`config.mk`:
```
export PLATFORM = sky130hd
export DESIGN_NAME = rf_wb_arbiter
export DESIGN_NICKNAME = d
export VERILOG_FILES = /design/src/rtl/rf_wb_arbiter.sv
export SDC_FILE = /design/constraint.sdc
export NUM_CORES = 1
export LEC_CHECK = 0
export ABC_AREA = 1
export BUFFER_PORTS_ARGS = -buffer_cell sky130_fd_sc_hd__buf_2
export CELL_PAD_IN_SITES_DETAIL_PLACEMENT = 0
export CELL_PAD_IN_SITES_GLOBAL_PLACEMENT = 1
export CORE_AREA = 2 2 100 102
export DETAILED_ROUTE_END_ITERATION = 16
export DIE_AREA = 0 0 102 104
export PLACE_DENSITY = 0.8
export REMOVE_ABC_BUFFERS = 1
export SLEW_MARGIN = 10
export SYNTH_ARGS = -nofsm -noshare
export SYNTH_HDL_FRONTEND = slang
export SYNTH_SLANG_ARGS = --single-unit
```
`constraint.sdc`:
```
create_clock -name clk -period 1.6 [get_ports clk]
set_input_delay 0.32 -clock clk [delete_from_list [all_inputs] [get_ports clk]]
set_output_delay 0.32 -clock clk [all_outputs]
set_load 0.01 [all_outputs]
```
`src/rtl/rf_wb_arbiter.sv`:
```
// Arbitrates the register file's single write port between load return (port 0)
// and ALU writeback (port 1), registers the winning write, and flags read forwarding.
module rf_wb_arbiter #(
  parameter int addr_width_p = 6,
  parameter int data_width_p = 32,
  parameter int max_wait_p   = 3
) (
  input  logic                    clk,
  input  logic                    reset_n_i,
  input  logic                    v0_i,
  input  logic [addr_width_p-1:0] addr0_i,
  input  logic [data_width_p-1:0] data0_i,
  output logic                    ready0_o,
  input  logic                    v1_i,
  input  logic [addr_width_p-1:0] addr1_i,
  input  logic [data_width_p-1:0] data1_i,
  output logic                    ready1_o,
  output logic                    rf_wen_o,
  output logic [addr_width_p-1:0] rf_wa_o,
  output logic [data_width_p-1:0] rf_wd_o,
  input  logic [addr_width_p-1:0] rs_addr_i,
  output logic                    fwd_v_o,
  output logic [data_width_p-1:0] fwd_data_o,
  output logic                    starve_o
);

  localparam logic [3:0] max_wait_lp = 4'(max_wait_p);

  logic [3:0] starve_cnt;
  logic       force_p1;
  logic       xfer;

  assign force_p1 = (starve_cnt == max_wait_lp);
  assign starve_o = force_p1;

  // Port 0 has priority unless port 1 has lost max_wait_p times in a row.
  always_comb begin
    // NOTE: every combinational output gets a default first so no path infers a latch.
    ready0_o = 1'b0;
    ready1_o = 1'b0;
    if (reset_n_i) begin
      if (force_p1 && v1_i)  ready1_o = 1'b1;
      else if (v0_i)         ready0_o = 1'b1;
      else if (v1_i)         ready1_o = 1'b1;
    end
  end

  assign xfer = ready0_o | ready1_o;

  always_ff @(posedge clk) begin
    // NOTE: state uses non-blocking assignments so all registers update from pre-edge values.
    if (!reset_n_i) begin
      starve_cnt <= '0;
      rf_wen_o   <= 1'b0;
      rf_wa_o    <= '0;
      rf_wd_o    <= '0;
    end else begin
      if (v1_i && !ready1_o)
        starve_cnt <= force_p1 ? starve_cnt : starve_cnt + 4'd1;
      else
        starve_cnt <= '0;

      rf_wen_o <= xfer;
      // Address and data hold on idle cycles; only rf_wen_o marks a new write.
      if (ready0_o) begin
        rf_wa_o <= addr0_i;
        rf_wd_o <= data0_i;
      end else if (ready1_o) begin
        rf_wa_o <= addr1_i;
        rf_wd_o <= data1_i;
      end
    end
  end

  assign fwd_v_o    = rf_wen_o && (rs_addr_i == rf_wa_o);
  assign fwd_data_o = rf_wd_o;

endmodule

```
== Yosys cells after proc, flatten, opt, wreduce, memory -nomap -nowiden ==
Index checks and enable logic that the tools add are counted.

* $add $sub $neg: 1
* Magnitude comparators: 0
* Bitwise operators: 1
* Shift-type cells: 0
* Reduce and logical (&&, ||, !) cells: 6
* Equal/unequal tests: 2
* Divide/modulo/power cells: 0
* Multipliers: 0
* Mux-type cells: 11

{| class="wikitable"
|+ Operator list
! operator !! number
|-
| $mux W32 || 2
|-
| $mux W6 || 2
|-
| $mux W1 || 7
|-
| $eq A6 B6 Y1 || 1
|-
| $add A4 B1 Y4 const B || 1
|-
| $eq A4 B2 Y1 const B || 1
|-
| $logic_and A1 B1 Y1 || 3
|-
| $reduce_and A2 Y1 || 1
|-
| $reduce_bool A2 Y1 || 1
|-
| $logic_not A1 Y1 || 1
|-
| $or A1 B1 Y1 || 1
|}

* Flip-flop bits (word level): 43
* Latch bits: 0
* Memories kept: 0
* Memory bits (writable): 0
* Output and inout port bits: 75
* Input port bits: 86
* Logic and storage cells: 25
* Memory bits (read-only): 0

== Depth between registers and ports, before layout ==
* Word-level depth: 7
* Depth in mapped cells: 7
* Mapped depth without buffers: 6

== Worst setup path before layout ==
No wires, ideal clock.

* Kind: reg-to-output
* Start: reg starve_cnt[0]
* End: out ready0_o
* Path slack: 0.249 ns
* Stages on the path, launching flop included: 7
* Required time: 1.280 ns
* Arrival time: 1.031 ns
* Path buffers: 2
* Cell sequence: dfxtp_1 > ha_1 > nand3_2 > buf_6 > buf_6 > nand2_1 > inv_2

* Word-level cells in the longest chain between the ends: 4

{| class="wikitable"
|+ RTL lines
! what !! RTL line !! source
|-
| start, declared || 29 || <nowiki>logic [3:0] starve_cnt;</nowiki>
|-
| start signal, assigned || 59 || <nowiki>starve_cnt <= force_p1 ? starve_cnt : starve_cnt + 4'd1;</nowiki>
|-
| $eq A4 B2 Y1 || 33 || <nowiki>assign force_p1 = (starve_cnt == max_wait_lp);</nowiki>
|-
| $logic_and A1 B1 Y1 || 42 || <nowiki>if (force_p1 && v1_i) ready1_o = 1'b1;</nowiki>
|-
| $mux W1 || 42 ||
|-
| $mux W1 || 41 || <nowiki>if (reset_n_i) begin</nowiki>
|-
| end, declared || 13 || <nowiki>output logic ready0_o,</nowiki>
|}

No other way between the ends.

== Worst setup path in the final report ==
* Start: reg rf_wa_o[4]
* End: out fwd_v_o

* Word-level cells in the longest chain between the ends: 2

{| class="wikitable"
|+ RTL lines
! what !! RTL line !! source
|-
| start, declared || 19 || <nowiki>output logic [addr_width_p-1:0] rf_wa_o,</nowiki>
|-
| start signal, assigned || 66 || <nowiki>rf_wa_o <= addr0_i;</nowiki>
|-
| start signal, assigned || 69 || <nowiki>rf_wa_o <= addr1_i;</nowiki>
|-
| $eq A6 B6 Y1 || 75 || <nowiki>assign fwd_v_o = rf_wen_o && (rs_addr_i == rf_wa_o);</nowiki>
|-
| $logic_and A1 B1 Y1 || 75 ||
|-
| end, declared || 22 || <nowiki>output logic fwd_v_o,</nowiki>
|}

No other way between the ends.

==> results.md <==
- Congestion Overflow GR: 0
- H-tree depth: 2
- Fin crit share: 0.980
- Reg power frac: 0.426
- RSZ-0062 raised after global routing: yes
- Clock power share: 0.321
- CP Class: reg -> out
- Register area share after synthesis: 0.318
- Slew Viols, Final: 0
- Synth Warn #: 0
- Fmax: 638 MHz
- DR vias/cell: 4.31
- Period minus WS final: approximately 1600 ps
- Layout cells sized above 1: 0.411
- Layout overhead on the synthesized area: 32.7%
- Hold_buf cts: 0
- WP data arrival: 1250 ps
- Die Wd: 102 microns
- Logic pwr share: 0.253
- Clk buf depth: 2
- Final Non-Filler Cells: 666
- Initial antenna violation count: 0
- CTS sink cnt: 43
- N_diodes: 0
- CTS tree: yes
- Largest net degree at the start of global routing: 44
- Layout net count: 619
- Detailed Route WL: 7310 microns
- Status: completed
- Internal: 2.00 mW
- # DRC: 0
- Fin. Hold Viols: 0
- Io pins: 161
- Total track usage: 0.133
- Slew at the pin with the worst max-slew slack: 225 ps
- Worst Path Required: around 1300 ps
- DP Area: 3410 sq um
- Commonest non-fill, non-tap cells in the layout: 160 x buf_2, 81 x nor2_1, 50 x nand2_1
- P_sw: slightly below 900 uW
- CP endpoint kind: output port
- Drt initial violations: 103
- Switching Fraction: 0.302
- PortBufs: 160
- LEAKAGE: 1.94 nW
- Gpl congestion: around 0.72
- Critical-path cell list: or2_0 -> a21oi_1 -> nand2_1 -> nor2_1 -> buf_2
- Post-Syn Area per Cell: about 6.6 sq um
- Skew-Pair Late Insertion Delay: 300 ps
- PD cells: roughly 800 nW/um^2
- Post-route cell area: 3590 sq um
- Max Cap Viol: 0
- Clk pin slew, worst setup/hold paths: 90 ps
- Hpwl dp: 5440 microns
- Initial Util: 0.284
- Drt wl/cell: 11.0 microns
- Most common cell after layout, fill and taps aside: buf_2
- Crit Path Max Fanout: 4
- Number of global-route vias before repair: 2509
- Cells after Synth: around 410
- Rows: 36
- Netlist Area Pre-Place: 2710 sq um
- Setup-failing EPs final: 0
- Startpoint Class: register
- CTS Buf Count: 5
- Max stage delay on crit path: between 300 and 400 ps
- DR vias: 2872
- Die height: 104 microns
- Final Power: 2.86 mW
- Root buffer cell: clkbuf_8
- Placeable Area: 9550 sq um
- Cell variety after synth: 24
- Final clock skew: 8.34 ps
- Drt pass-1 iters: 4
- Post-route ant nets: 0
- Seq cells post-synth: 43
- CP max stage cell: dfxtp_2
- Worst slew margin: 0.850
- Hold Crit Class: in -> reg
- Die area: roughly 11000 sq um
- Maximum vdd drop: between 0.3 and 0.4 mV
- Placed cells: 655
- First-pass GRT wire length: approximately 11000 microns
-- path summary, 6_finish.rpt --
kind	startpoint	endpoint	slack (ps)	cells after the start
setup / recovery	rf_wa_o[4]$_SDFFE_PN0P_	fwd_v_o	30	5
setup reg to reg	starve_cnt[1]$_SDFFE_PN0P_	rf_wa_o[1]$_SDFFE_PN0P_	230	8
hold / removal	data0_i[0]	fwd_data_o[0]$_SDFFE_PN0P_	340	5
hold reg to reg	starve_cnt[0]$_SDFFE_PN0P_	starve_cnt[0]$_SDFFE_PN0P_	450	1
-- state kept, by name, summed over array words and instances (netlist names) --
register	flops
fwd_data_o	32
rf_wa_o	6
starve_cnt	4
rf_wen_o	1
-- metrics by stage --
stage / util / setup TNS, ps / setup slack, ps / hold slack, ps
global route: 0.376 / -39.3 / -39.3 / 349
finish: 0.376 / 0 / 31.7 / 341
detailed placement: 0.357 / 0 / 162 / 445
CTS: 0.372 / 0 / 5.18 / 333
floorplan: - / -19540 / -580 / 418
global placement: 0.357 / 0 / 217 / 430
-- layout make-up --
type,count,area [sq um]
repair buffers,174,968
well taps,133,166
multi-input cells,263,1300
clock inverters,2,35.0
inverters,45,169
clock buffers,6,82.6
fillers,1078,5960
flip-flops and latches,43,875
-- Yosys cell counts --
| cell | n | area share |
|---|---|---|
| nand3_1 | 39 | 0.072 |
| buf_2 | 13 | 0.024 |
| o2111ai_1 | 1 | 0.0032 |
| xnor2_1 | 2 | 0.0065 |
| buf_4 | 35 | 0.097 |
| nor2_1 | 81 | 0.11 |
| inv_1 | 43 | 0.060 |
| dfxtp_1 | 43 | 0.32 |
| or2_0 | 1 | 0.0023 |
| nand4_1 | 1 | 0.0023 |
| ha_1 | 1 | 0.0046 |
| xor2_1 | 1 | 0.0032 |
| nor2_2 | 1 | 0.0023 |
| nand3_2 | 1 | 0.0037 |
| o21ai_1 | 5 | 0.0092 |
| or2_2 | 1 | 0.0023 |
| clkbuf_1 | 6 | 0.0083 |
| inv_2 | 2 | 0.0028 |
| nand2_1 | 51 | 0.071 |
| a21oi_2 | 20 | 0.065 |
| nand2_2 | 1 | 0.0023 |
| a21oi_1 | 21 | 0.039 |
| o21ai_0 | 35 | 0.065 |
| buf_6 | 6 | 0.025 |
-- cell families after synthesis --
group | count (synthesis) | share of synthesized area
simple gates | 177 | 0.270
buf+inv | 105 | 0.217
compound gates | 82 | 0.181
flops | 43 | 0.318
xor+xnor | 3 | 0.00971
fa+ha+maj | 1 | 0.00462
-- critical path: cells and delay by family (launching register included) --
kind	cells	cell delay, ps
buf+inv	1	130
simple gates	3	360
compound gates	1	130
flops	1	340
-- power groups by stage --
stage / registers (mW) / logic [mW] / clock network [mW]
floorplan: 1.32 / 0.283 / 0
global placement: 1.24 / 0.718 / 0
detailed placement: 1.24 / 0.723 / 0
CTS: 1.22 / 0.727 / 0.957
global route: 1.23 / 0.811 / 0.992
finish: 1.22 / 0.723 / 0.920
-- per-layer routing --
metal  vias to the layer above  wire (microns)  track usage
li1                       1498               -            -
met1                      1269            3190        0.153
met2                        96            3570        0.241
met3                         9             453       0.0309
met4                         0              95       0.0381
met5                         -               0            0
-- timing repair --
action / 4_1_cts / 5_1_grt
pin swaps: 3 / 1
gates resized for setup: 9 / 6
buffers inserted: 0 / 3
endpoints found under the setup margin: 4 / 3
No activity file was read; power rests on OpenSTA's default activity.
